--- src/rtl/hs32_pkg.sv ---
`default_nettype none
// +----------------------------------------------------------------------------+
// | Package  : hs32_pkg                                                        |
// | Purpose  : Shared types and helpers for the hs32 instruction fetch path.   |
// |            hs32_fetch_pkt is one prefetch FIFO entry: the fetched word,    |
// |            the address it came from and the register bank it runs in.      |
// | Revision : 1.0 - initial release                                           |
// +----------------------------------------------------------------------------+
package hs32_pkg;

   typedef struct packed {
      logic [31:0] op;
      logic [31:0] pc;
      logic        bank;
   } hs32_fetch_pkt;

   // Byte distance between consecutive instruction words.
   localparam logic [31:0] HS32_INSN_BYTES = 32'd4;

   // Force a byte address onto a word boundary. Masking (rather than slicing)
   // keeps every input bit in use.
   function automatic logic [31:0] hs32_word_align(input logic [31:0] addr);
      return addr & ~32'h0000_0003;
   endfunction

endpackage
`default_nettype wire

--- src/rtl/hs32_fifo.sv ---
`default_nettype none
// +----------------------------------------------------------------------------+
// | Module   : hs32_fifo                                                       |
// | Purpose  : Synchronous FIFO holding prefetched instruction packets.        |
// |            clear_i empties the FIFO and voids any same-cycle push or pop.  |
// |            A push and a pop in the same cycle are legal even when full.    |
// | Ports    : clk, reset      - clock, asynchronous active-high reset         |
// |            clear_i         - synchronous flush of all entries              |
// |            push_i, data_i  - write request and payload                     |
// |            pop_i           - remove head entry                             |
// |            data_o          - head entry (undefined while empty)            |
// |            count_o         - number of stored entries (0..DEPTH)           |
// |            full_o, empty_o - occupancy flags                               |
// | Revision : 1.0 - initial release                                           |
// +----------------------------------------------------------------------------+
module hs32_fifo #(
   parameter int WIDTH = 65,
   parameter int DEPTH = 4
) (
   input  logic                       clk,
   input  logic                       reset,
   input  logic                       clear_i,
   input  logic                       push_i,
   input  logic [WIDTH-1:0]           data_i,
   input  logic                       pop_i,
   output logic [WIDTH-1:0]           data_o,
   output logic [$clog2(DEPTH+1)-1:0] count_o,
   output logic                       full_o,
   output logic                       empty_o
);

   localparam int AW = $clog2(DEPTH);
   localparam int CW = $clog2(DEPTH + 1);

   logic [WIDTH-1:0] mem_q [DEPTH];
   logic [AW-1:0]    rptr_q, wptr_q;
   logic [CW-1:0]    count_q;
   logic             do_push, do_pop;

   assign full_o  = (count_q == CW'(DEPTH));
   assign empty_o = (count_q == '0);
   assign count_o = count_q;
   assign data_o  = mem_q[rptr_q];

   // A pop frees the slot the push needs, so push at full is allowed with pop.
   assign do_pop  = pop_i && !empty_o && !clear_i;
   assign do_push = push_i && (!full_o || do_pop) && !clear_i;

   always_ff @(posedge clk or posedge reset) begin
      if (reset) begin
         rptr_q  <= '0;
         wptr_q  <= '0;
         count_q <= '0;
      end else if (clear_i) begin
         rptr_q  <= '0;
         wptr_q  <= '0;
         count_q <= '0;
      end else begin
         if (do_push) wptr_q <= wptr_q + AW'(1);
         if (do_pop)  rptr_q <= rptr_q + AW'(1);
         count_q <= count_q + CW'(do_push) - CW'(do_pop);
      end
   end

   // Storage needs no reset: count_q alone decides which entries are valid.
   always_ff @(posedge clk) begin
      if (do_push) mem_q[wptr_q] <= data_i;
   end

endmodule
`default_nettype wire

--- src/rtl/hs32_fetch.sv ---
`default_nettype none
// +----------------------------------------------------------------------------+
// | Module   : hs32_fetch                                                      |
// | Purpose  : Instruction fetch sequencer for the hs32 pipeline. Owns the     |
// |            fetch PC, issues in-order word reads on a req/gnt + rvalid      |
// |            port, buffers returned words in a prefetch FIFO tagged with PC  |
// |            and bank, and discards in-flight responses after a redirect.    |
// | Ports    : clk, reset                 - clock, async active-high reset     |
// |            flush_i/flush_pc_i/flush_bank_i - redirect and its target       |
// |            mem_req_o/mem_addr_o/mem_gnt_i  - request channel (registered)  |
// |            mem_rvalid_i/mem_rdata_i        - in-order response channel     |
// |            valid_o/ready_i                 - handshake to the pipeline     |
// |            op_o/pc_o/banksel_o             - head instruction packet       |
// | Revision : 1.0 - initial release                                           |
// +----------------------------------------------------------------------------+
module hs32_fetch
   import hs32_pkg::*;
#(
   parameter int          DEPTH     = 4,
   parameter int          MAX_OUTST = 2,
   parameter logic [31:0] RESET_PC  = 32'h0000_0000
) (
   input  logic        clk,
   input  logic        reset,
   input  logic        flush_i,
   input  logic [31:0] flush_pc_i,
   input  logic        flush_bank_i,
   output logic        mem_req_o,
   output logic [31:0] mem_addr_o,
   input  logic        mem_gnt_i,
   input  logic        mem_rvalid_i,
   input  logic [31:0] mem_rdata_i,
   output logic        valid_o,
   input  logic        ready_i,
   output logic [31:0] op_o,
   output logic [31:0] pc_o,
   output logic        banksel_o
);

   localparam int OW = $clog2(MAX_OUTST + 1);
   localparam int CW = $clog2(DEPTH + 1);
   localparam int SW = CW + 1;
   localparam int PW = $bits(hs32_fetch_pkt);

   // Architectural state
   logic [31:0]   fetch_pc_q, fetch_pc_d;   // address of the next live request
   logic [31:0]   rsp_pc_q,   rsp_pc_d;     // address of the next live response
   logic          bank_q,     bank_d;
   logic [OW-1:0] outst_q,    outst_d;
   logic [OW-1:0] discard_q,  discard_d;
   logic          req_q,      req_d;
   logic [31:0]   addr_q,     addr_d;
   // Set while the pending request predates a flush: its grant becomes stale.
   logic          stale_q,    stale_d;

   // Per-cycle events
   logic          grant, rsp, drop, push, push_acc, pop;
   logic [31:0]   flush_pc;
   logic [CW-1:0] fifo_count, count_next;
   logic [SW-1:0] live_next;
   logic          fifo_full, fifo_empty;
   hs32_fetch_pkt push_pkt, head_pkt;
   logic [PW-1:0] head_bits;

   assign flush_pc = hs32_word_align(flush_pc_i);
   assign grant    = req_q && mem_gnt_i;
   // An rvalid with nothing outstanding is a protocol error and is ignored.
   assign rsp      = mem_rvalid_i && (outst_q != '0);
   assign drop     = rsp && (flush_i || (discard_q != '0));
   assign push     = rsp && !drop;
   assign pop      = !fifo_empty && ready_i && !flush_i;
   assign push_acc = push && (!fifo_full || pop);

   assign push_pkt = '{op: mem_rdata_i, pc: rsp_pc_q, bank: bank_q};

   always_comb begin
      outst_d    = outst_q + OW'(grant) - OW'(rsp);
      count_next = flush_i ? '0 : (fifo_count + CW'(push_acc) - CW'(pop));

      fetch_pc_d = fetch_pc_q;
      rsp_pc_d   = rsp_pc_q;
      bank_d     = bank_q;
      discard_d  = discard_q;
      stale_d    = stale_q;

      if (flush_i) begin
         fetch_pc_d = flush_pc;
         rsp_pc_d   = flush_pc;
         bank_d     = flush_bank_i;
         // Everything still owed by memory after this edge is stale.
         discard_d  = outst_d;
         // An ungranted request keeps its old address; remember to drop it.
         stale_d    = stale_q || (req_q && !mem_gnt_i);
         if (grant) stale_d = 1'b0;
      end else begin
         // A stale grant leaves fetch_pc alone: it already holds the redirect.
         if (grant && !stale_q) fetch_pc_d = fetch_pc_q + HS32_INSN_BYTES;
         if (push) rsp_pc_d = rsp_pc_q + HS32_INSN_BYTES;
         discard_d = discard_q - OW'(rsp && (discard_q != '0)) + OW'(grant && stale_q);
         if (grant) stale_d = 1'b0;
      end

      // Live words still to arrive plus buffered words must fit in the FIFO.
      live_next = {{(SW-OW){1'b0}}, outst_d} - {{(SW-OW){1'b0}}, discard_d}
                + {1'b0, count_next};

      if (req_q && !mem_gnt_i) begin
         // No retraction: hold request and address until granted.
         req_d  = 1'b1;
         addr_d = addr_q;
      end else begin
         req_d  = (outst_d < OW'(MAX_OUTST)) && (live_next < SW'(DEPTH));
         addr_d = fetch_pc_d;
      end
   end

   always_ff @(posedge clk or posedge reset) begin
      if (reset) begin
         fetch_pc_q <= RESET_PC;
         rsp_pc_q   <= RESET_PC;
         bank_q     <= 1'b0;
         outst_q    <= '0;
         discard_q  <= '0;
         req_q      <= 1'b0;
         addr_q     <= RESET_PC;
         stale_q    <= 1'b0;
      end else begin
         fetch_pc_q <= fetch_pc_d;
         rsp_pc_q   <= rsp_pc_d;
         bank_q     <= bank_d;
         outst_q    <= outst_d;
         discard_q  <= discard_d;
         req_q      <= req_d;
         addr_q     <= addr_d;
         stale_q    <= stale_d;
      end
   end

   hs32_fifo #(
      .WIDTH (PW),
      .DEPTH (DEPTH)
   ) u_fifo (
      .clk     (clk),
      .reset   (reset),
      .clear_i (flush_i),
      .push_i  (push),
      .data_i  (push_pkt),
      .pop_i   (pop),
      .data_o  (head_bits),
      .count_o (fifo_count),
      .full_o  (fifo_full),
      .empty_o (fifo_empty)
   );

   assign head_pkt   = hs32_fetch_pkt'(head_bits);
   assign mem_req_o  = req_q;
   assign mem_addr_o = addr_q;
   assign valid_o    = !fifo_empty;
   // Gate with empty so the packet reads as zero after reset and flush.
   assign op_o       = fifo_empty ? '0   : head_pkt.op;
   assign pc_o       = fifo_empty ? '0   : head_pkt.pc;
   assign banksel_o  = fifo_empty ? 1'b0 : head_pkt.bank;

   // Protocol and invariant checks
   a_rvalid_idle: assert property (@(posedge clk) disable iff (reset)
      !(mem_rvalid_i && (outst_q == '0)));
   a_no_retract: assert property (@(posedge clk) disable iff (reset)
      (mem_req_o && !mem_gnt_i) |=> (mem_req_o && (mem_addr_o == $past(mem_addr_o))));
   a_discard_bound: assert property (@(posedge clk) disable iff (reset)
      discard_q <= outst_q);
   a_outst_bound: assert property (@(posedge clk) disable iff (reset)
      outst_q <= OW'(MAX_OUTST));
   a_fifo_room: assert property (@(posedge clk) disable iff (reset)
      !(push && fifo_full && !pop));

endmodule
`default_nettype wire
--- config.mk ---
export PLATFORM = sky130hd
export DESIGN_NAME = hs32_fetch
export DESIGN_NICKNAME = d
export VERILOG_FILES = /design/src/rtl/hs32_pkg.sv /design/src/rtl/hs32_fifo.sv /design/src/rtl/hs32_fetch.sv
export SDC_FILE = /design/constraint.sdc
export NUM_CORES = 1
export LEC_CHECK = 0
export ABC_AREA = 1
export CORE_AREA = 8 8 181 183
export DETAILED_ROUTE_END_ITERATION = 7
export DIE_AREA = 0 0 189 191
export PLACE_DENSITY = 0.81
export SYNTH_ARGS = -nofsm -noshare
export SYNTH_HDL_FRONTEND = slang
export SYNTH_HIERARCHICAL = 1
export SYNTH_SLANG_ARGS = --single-unit
--- constraint.sdc ---
create_clock -name clk -period 6.59 [get_ports clk]
set_input_delay 1.318 -clock clk [delete_from_list [all_inputs] [get_ports clk]]
set_output_delay 1.318 -clock clk [all_outputs]
set_load 0.1 [all_outputs]
==> results.yml <==
run_status:
  outcome: "finished clean"
power:
  combinationalPowerShare_pct: 26.2
  p_sw_share_pct: 34.4
  leakagePower_nw: 7.93
  seqPwrFrac_pct: 42.7
  vdd_ir_drop_max_uv: 325
  p_int_mw: 4.38
  p_per_area_nw_per_um2: 327
  clock_power_share_pct: 31.1
  p_sw_mw: 2.30
die:
  io-pin-count: 170
  rows: 64
  initial_core_util_pct: 57.6
  coreArea_sq_um: 30000
  die_width_microns: 189
  die_h_microns: 191
  dieArea_sq_um: 36100
worst_setup_path:
  cp-start-kind: "register"
  cp_slowest_stage_delay_ps: 1190
  r2r_slack_ps: 2930
  arrival_ps: 4090
  cp-end-kind: "primary output"
  cpMaxStageDelayCell: "clkdlybuf4s50_1"
  worstPathCellList: "buf_4 > o21ai_0 > o22ai_2 > inv_1 > nor2_1 > clkdlybuf4s50_1"
  critPathMaxFanout: 100
  cp.required_ps: 5270
  worstSetupPathType: "register to primary output"
sta:
  finalSetupViolCount: 0
  worst_pin_slew_ps: 1130
  hold_violations: 0
  skew_ps: 12.8
  hold_ws_ps: 480
  fmax_mhz: 185
  rsz0062_at_grt: "no"
  min_period_ps: 5410
  fin_setup_tns_ps: 0
  drv_slew: 0
  post-route-period-util_pct: 82.1
  slew_headroom_pct: 24.6
routing:
  ant_nets: 0
  wl_per_cell_microns: 18.0
  dr.pass1.iters: 5
  drt_iter0_drc: 882
  viasPerCell: 5.48
  drc: 0
  via_count: 12329
  wirelength_mm: 40.6
cts:
  ctsRootBufferMaster: "clkbuf_16"
  cts-buffers-inserted: 38
  clkTransAtPathRegs_ps: 60
  cts.sinks: 368
  hold_buffers: 0
  insertion_delay_ps: 520
  htree_levels: 2
  cts_tree: "done"
  post-cts-setup-buffer-count: 0
  clockBufferDepth: 3
  cts-resized-gates: 0
place:
  gp_congestion: 0.926
  hpwl_mm: 26.0
  io_buffers: 167
global_route:
  antenna_found_initial: 0
  overflow: 0
  grt_max_degree: 101
  grt_pass1_wl_mm: 63.9
  grt_pass1_vias: 12482
  grt.total_usage_pct: 22.1
yosys:
  yosys_warnings: 6
  synth_area_leaders: "edfxtp_1, dfrtp_1, nand2_1"
  synth_flop_cell: "edfxtp_1"
  synth_top_area_share_pct: 45.2
  postSynthCellCount: 1669
  yosysMostFrequentCell: "nand2_1"
  postSynth.asyncResetShare_pct: 29.3
  ys_top_cells_by_count: "nand2_1, nor2_1, edfxtp_1"
  yosysSeqAreaShare_pct: 60.8
  synth_edf_count: 260
  synth_seq_cells: 368
  syn_area_per_cell_sq_um: 10.4
  syn_area_sq_um: 17300
  ys_types: 49
  yosysTopAreaCell: "edfxtp_1"
flow_run:
  maxCapViolations: 0
final_layout:
  regArea_sq_um: 10500
  multi_input_area_sq_um: 5760
  area_delta_synth_final_pct: 18.0
  drive_above_1_share_pct: 11.3
  antenna_cells: 0
  nNetsFinal: 1916
  fill_cells: 2213
worst_hold_path:
  min_path_type: "register to register"
==> worst max-delay path: cells and delay by family, from the launching register on <==
family	cells	cell delay, ps
AND/OR/NAND/NOR	1	210
buffers and inverters	3	2040
flip-flops	1	690
AO/OA/AOI/OAI	2	480
==> final cells by class <==
class	instances	share of cell area [%]
clock inverters	23	1.02
well taps	396	2.43
flip-flops and latches	368	51.5
repair buffers	183	8.76
multi-input cells	1071	28.2
clock buffers	46	4.96
inverters	164	3.05
==> layout by cell type, fill, tap and decap left out, types with 6 or more instances in the layout <==
master / n
inv_1: 156
nor2_1: 261
o21ai_2: 9
clkinv_1: 8
nor2_4: 49
xor2_1: 6
dfrtp_1: 106
clkbuf_16: 39
o21ai_0: 106
nor3_1: 14
o22ai_1: 32
nand3_1: 65
nand2_2: 6
buf_4: 16
nand4_1: 13
o22ai_2: 37
clkinv_2: 8
clkdlybuf4s50_1: 166
nand2_1: 302
clkbuf_1: 6
edfxtp_1: 260
ha_1: 16
a21oi_1: 29
inv_2: 6
xnor2_1: 7
nor2_2: 8
a31oi_1: 11
o21ai_1: 50
conb_1: 8
==> stage by stage <==
stage	std cells	worst slack [ps]	area (sq um)	total power, mW	util (%)
floorplan	1676	908	17300	4.20	-
global placement	2182	1880	19200	4.59	63.9
detailed placement	2182	1820	19200	4.64	63.9
CTS	2251	1240	20400	6.72	67.9
global route	2251	1020	20400	6.97	67.9
finish	2251	1180	20400	6.67	67.9
==> routing by layer <==
layer	track usage (%)	wire, microns	vias up
met5	0	0	-
met4	7.52	1150	0
met3	4.91	3040	77
met2	37.6	19600	397
met1	27.7	16800	5919
li1	-	-	5936
==> path summary, 6_finish.rpt <==
| check | startpoint | depth (start not counted) | end |
|---|---|---|---|
| max in group asynchronous | reset | 3 | mem_addr_o[24]$_DFFE_PP0N_ |
| min | fetch_pc_q[0]$_DFF_PP0_ | 2 | fetch_pc_q[0]$_DFF_PP0_ |
| max reg2reg | u_fifo/count_o[1]$_DFF_PP0_ | 16 | mem_req_o$_DFF_PP0_ |
| max | u_fifo/rptr_q[0]$_DFFE_PP0P_ | 6 | pc_o[14] |
| min in group asynchronous | reset | 2 | u_fifo/count_o[1]$_DFF_PP0_ |
| min reg2reg | fetch_pc_q[0]$_DFF_PP0_ | 2 | fetch_pc_q[0]$_DFF_PP0_ |
==> state kept, by name, indices dropped and copies added (netlist names) <==
signal          count
discard_q           2
mem_req_o           1
rsp_pc_q           30
fetch_pc_q         32
mem_addr_o         32
stale_q             1
u_fifo/count_o      3
u_fifo/wptr_q       2
outst_q             2
u_fifo/rptr_q       2
u_fifo/mem_q      260
bank_q              1
==> power by group through the flow <==
stage / Combinational, mW / Clock [mW] / Sequential (mW)
after floorplan: 0.975 / 0 / 3.22
after global placement: 1.71 / 0 / 2.87
after detailed placement: 1.75 / 0 / 2.89
after CTS: 1.76 / 2.11 / 2.85
after global routing: 1.90 / 2.21 / 2.87
final: 1.75 / 2.07 / 2.85
==> kinds of logic (layout without fill, tap and decap cells) <==
kind of cell	after synthesis	after routing	synth area share, %
other	1	8	0.0217
DFF	368	368	60.8
adders and majority gates	19	19	1.51
and+or+nand+nor	734	734	19.4
buffers and inverters	237	416	6.23
AOI/OAI and AO/OA	297	297	11.4
xor gates and xnor gates	13	13	0.659
(Power assumes the default switching activity.)
==> RTL change: new RTL, config.mk and constraints unchanged <==
The parameter `MAX_OUTST` goes from 2 to 4.
--- a/src/rtl/hs32_fetch.sv
+++ b/src/rtl/hs32_fetch.sv
@@ -18,5 +18,5 @@
 #(
    parameter int          DEPTH     = 4,
-   parameter int          MAX_OUTST = 2,
+   parameter int          MAX_OUTST = 4,
    parameter logic [31:0] RESET_PC  = 32'h0000_0000
 ) (
Behaviour: not the same (Yosys sat finds a counterexample within 4 cycles, from zero or initial values and one cycle with reset high).
==> RTL change against the original RTL <==
Highest routed layer unchanged. Cell area rose by 0.37%. Utilization rose by 0.25 points. Via count is 0.61% higher. Wire length is 3.7% lower. Largest cell class unchanged. Synthesized area fell by 0.12%. Worst setup slack lost 0.045 ns. Synthesized cell count down 0.96%. Total power is essentially flat. Sequential cell count grew 2. Combinational power fell by 4%. Global-route usage fell by 0.56 points. Non-clock buffer count increased by 4.
==> RTL change: results (changes against the original RTL) <==
qor: global_routing.first_global_vias 12,300 [-1.4%]
qor: setup_path.crit_fanout 84 [-16%]
qor: placed_design.placed_wire_length_estimate_after_detailed_placement 24,900 µm [-4.0%]
qor: outcome.run_status finished, final reports clean
qor: finish.multi_input_area 5690 µm² [-1.2%]
qor: timing.final.hold.worst_slack 0.483 ns [+0.00254 ns]
qor: finish.seq_area_share 51.6% [+0.052 points]
qor: synth.syn-cell-area 17,300 µm² [-0.12%]
qor: finish.fraction_of_final_layout_cells_with_drive_strength_greater_than_1 11.3% [+0.013 points]
qor: pwr.power.switching_fraction 33.0% [-1.4 points]
qor: synth.ys_top_cells_by_area sky130_fd_sc_hd__edfxtp_1 (45%), sky130_fd_sc_hd__dfrtp_1 (16%), sky130_fd_sc_hd__nand2_1 (6.3%)
qor: placed_design.detailedPlace.worstSlack 1.66 ns [-0.161 ns]
qor: route.met3_length 2950 µm [-3.1%]
qor: finish.filler_cell_count 2,164 [-2.2%]
qor: synth.synth_commonest_cells sky130_fd_sc_hd__nand2_1 (292), sky130_fd_sc_hd__edfxtp_1 (260), sky130_fd_sc_hd__nor2_1 (244), sky130_fd_sc_hd__inv_1 (157), sky130_fd_sc_hd__o21ai_0 (111)
qor: finish.multi_input_cells 1,050 [-2.0%]
qor: finish.non_clock_inverter_count 166 [+1.2%]
qor: timing.maxSlewHeadroom 25.3% [+0.70 points]
qor: timing.timing.fmax 183 MHz [-0.83%]
qor: route.dr_wl_met2 18,700 µm [-4.9%]
qor: placed_design.gpl.final_weighted_congestion 0.889 [-4.0%]
qor: placed_design.postPlaceCellArea 19,200 µm² [about the same]
qor: pwr.vdd_ir_drop_max 254 µV [-22%]
qor: synth.yosys.cell_types.count 50 [+2.0%]
qor: pwr.comb_power_share 25.1% [-1.1 points]
qor: setup_path.worstSetupEndpoint pc_o[13]
qor: clock_tree.tritoncts.num_buffers 39 [+2.6%]
qor: setup_path.worst_ep_arrival_time 4.14 ns [+0.05 ns]
qor: synth.synth_sequential_area_ratio 61.2% [+0.36 points]
qor: timing.finalClockSkew 0.0115 ns [-0.00126 ns]
qor: setup_path.rrSetupSlack 2.05 ns [-0.88 ns]
qor: global_routing.largest_net_degree_at_the_start_of_global_routing 85 [-16%]
qor: pwr.clockPowerShare 32.4% [+1.3 points]
qor: global_routing.grt_usage 21.5% [-0.56 points]
qor: global_routing.grtUsageMet3 4.05% [-0.86 points]
qor: route.drt-total-wl 39,100 µm [-3.7%]
qor: route.vias_per_cell 5.54 [+1.1%]
qor: pwr.cellPowerDensity 326 nW/µm² [-0.32%]
qor: route.dr.first_iter.drc_count 722 [-18%]
qor: synth.number_of_standard_cells_after_synthesis 1,653 [-0.96%]
qor: finish.nets 1,908 [-0.42%]
qor: finish.portion_of_the_layout_cell_area_used_by_non_clock_buffers 8.87% [+0.11 points]
RTL change: cell types whose count changed in the layout (fill, tap and decap cells not counted), moves of 4 or more:
cell / change
sky130_fd_sc_hd__nor2_1: -23
sky130_fd_sc_hd__nand2_1: -10
sky130_fd_sc_hd__o21bai_1: +9
sky130_fd_sc_hd__a31oi_2: -5
sky130_fd_sc_hd__clkinv_1: -5
sky130_fd_sc_hd__nor3_1: -5
sky130_fd_sc_hd__o21ai_0: +5
sky130_fd_sc_hd__buf_4: +4
sky130_fd_sc_hd__nand3_1: +4
sky130_fd_sc_hd__o21ai_2: -4
RTL change: kinds of logic (layout without fill, tap and decap cells):
group	Yosys count	after routing	share of synthesized area (%)
adders and majority gates	23	23	1.93
and+or+nand+nor	707	707	18.9
other	1	8	0.0217
AOI/OAI and AO/OA	297	297	11.0
buffers and inverters	240	424	6.25
DFF	370	370	61.2
xor gates and xnor gates	15	15	0.761
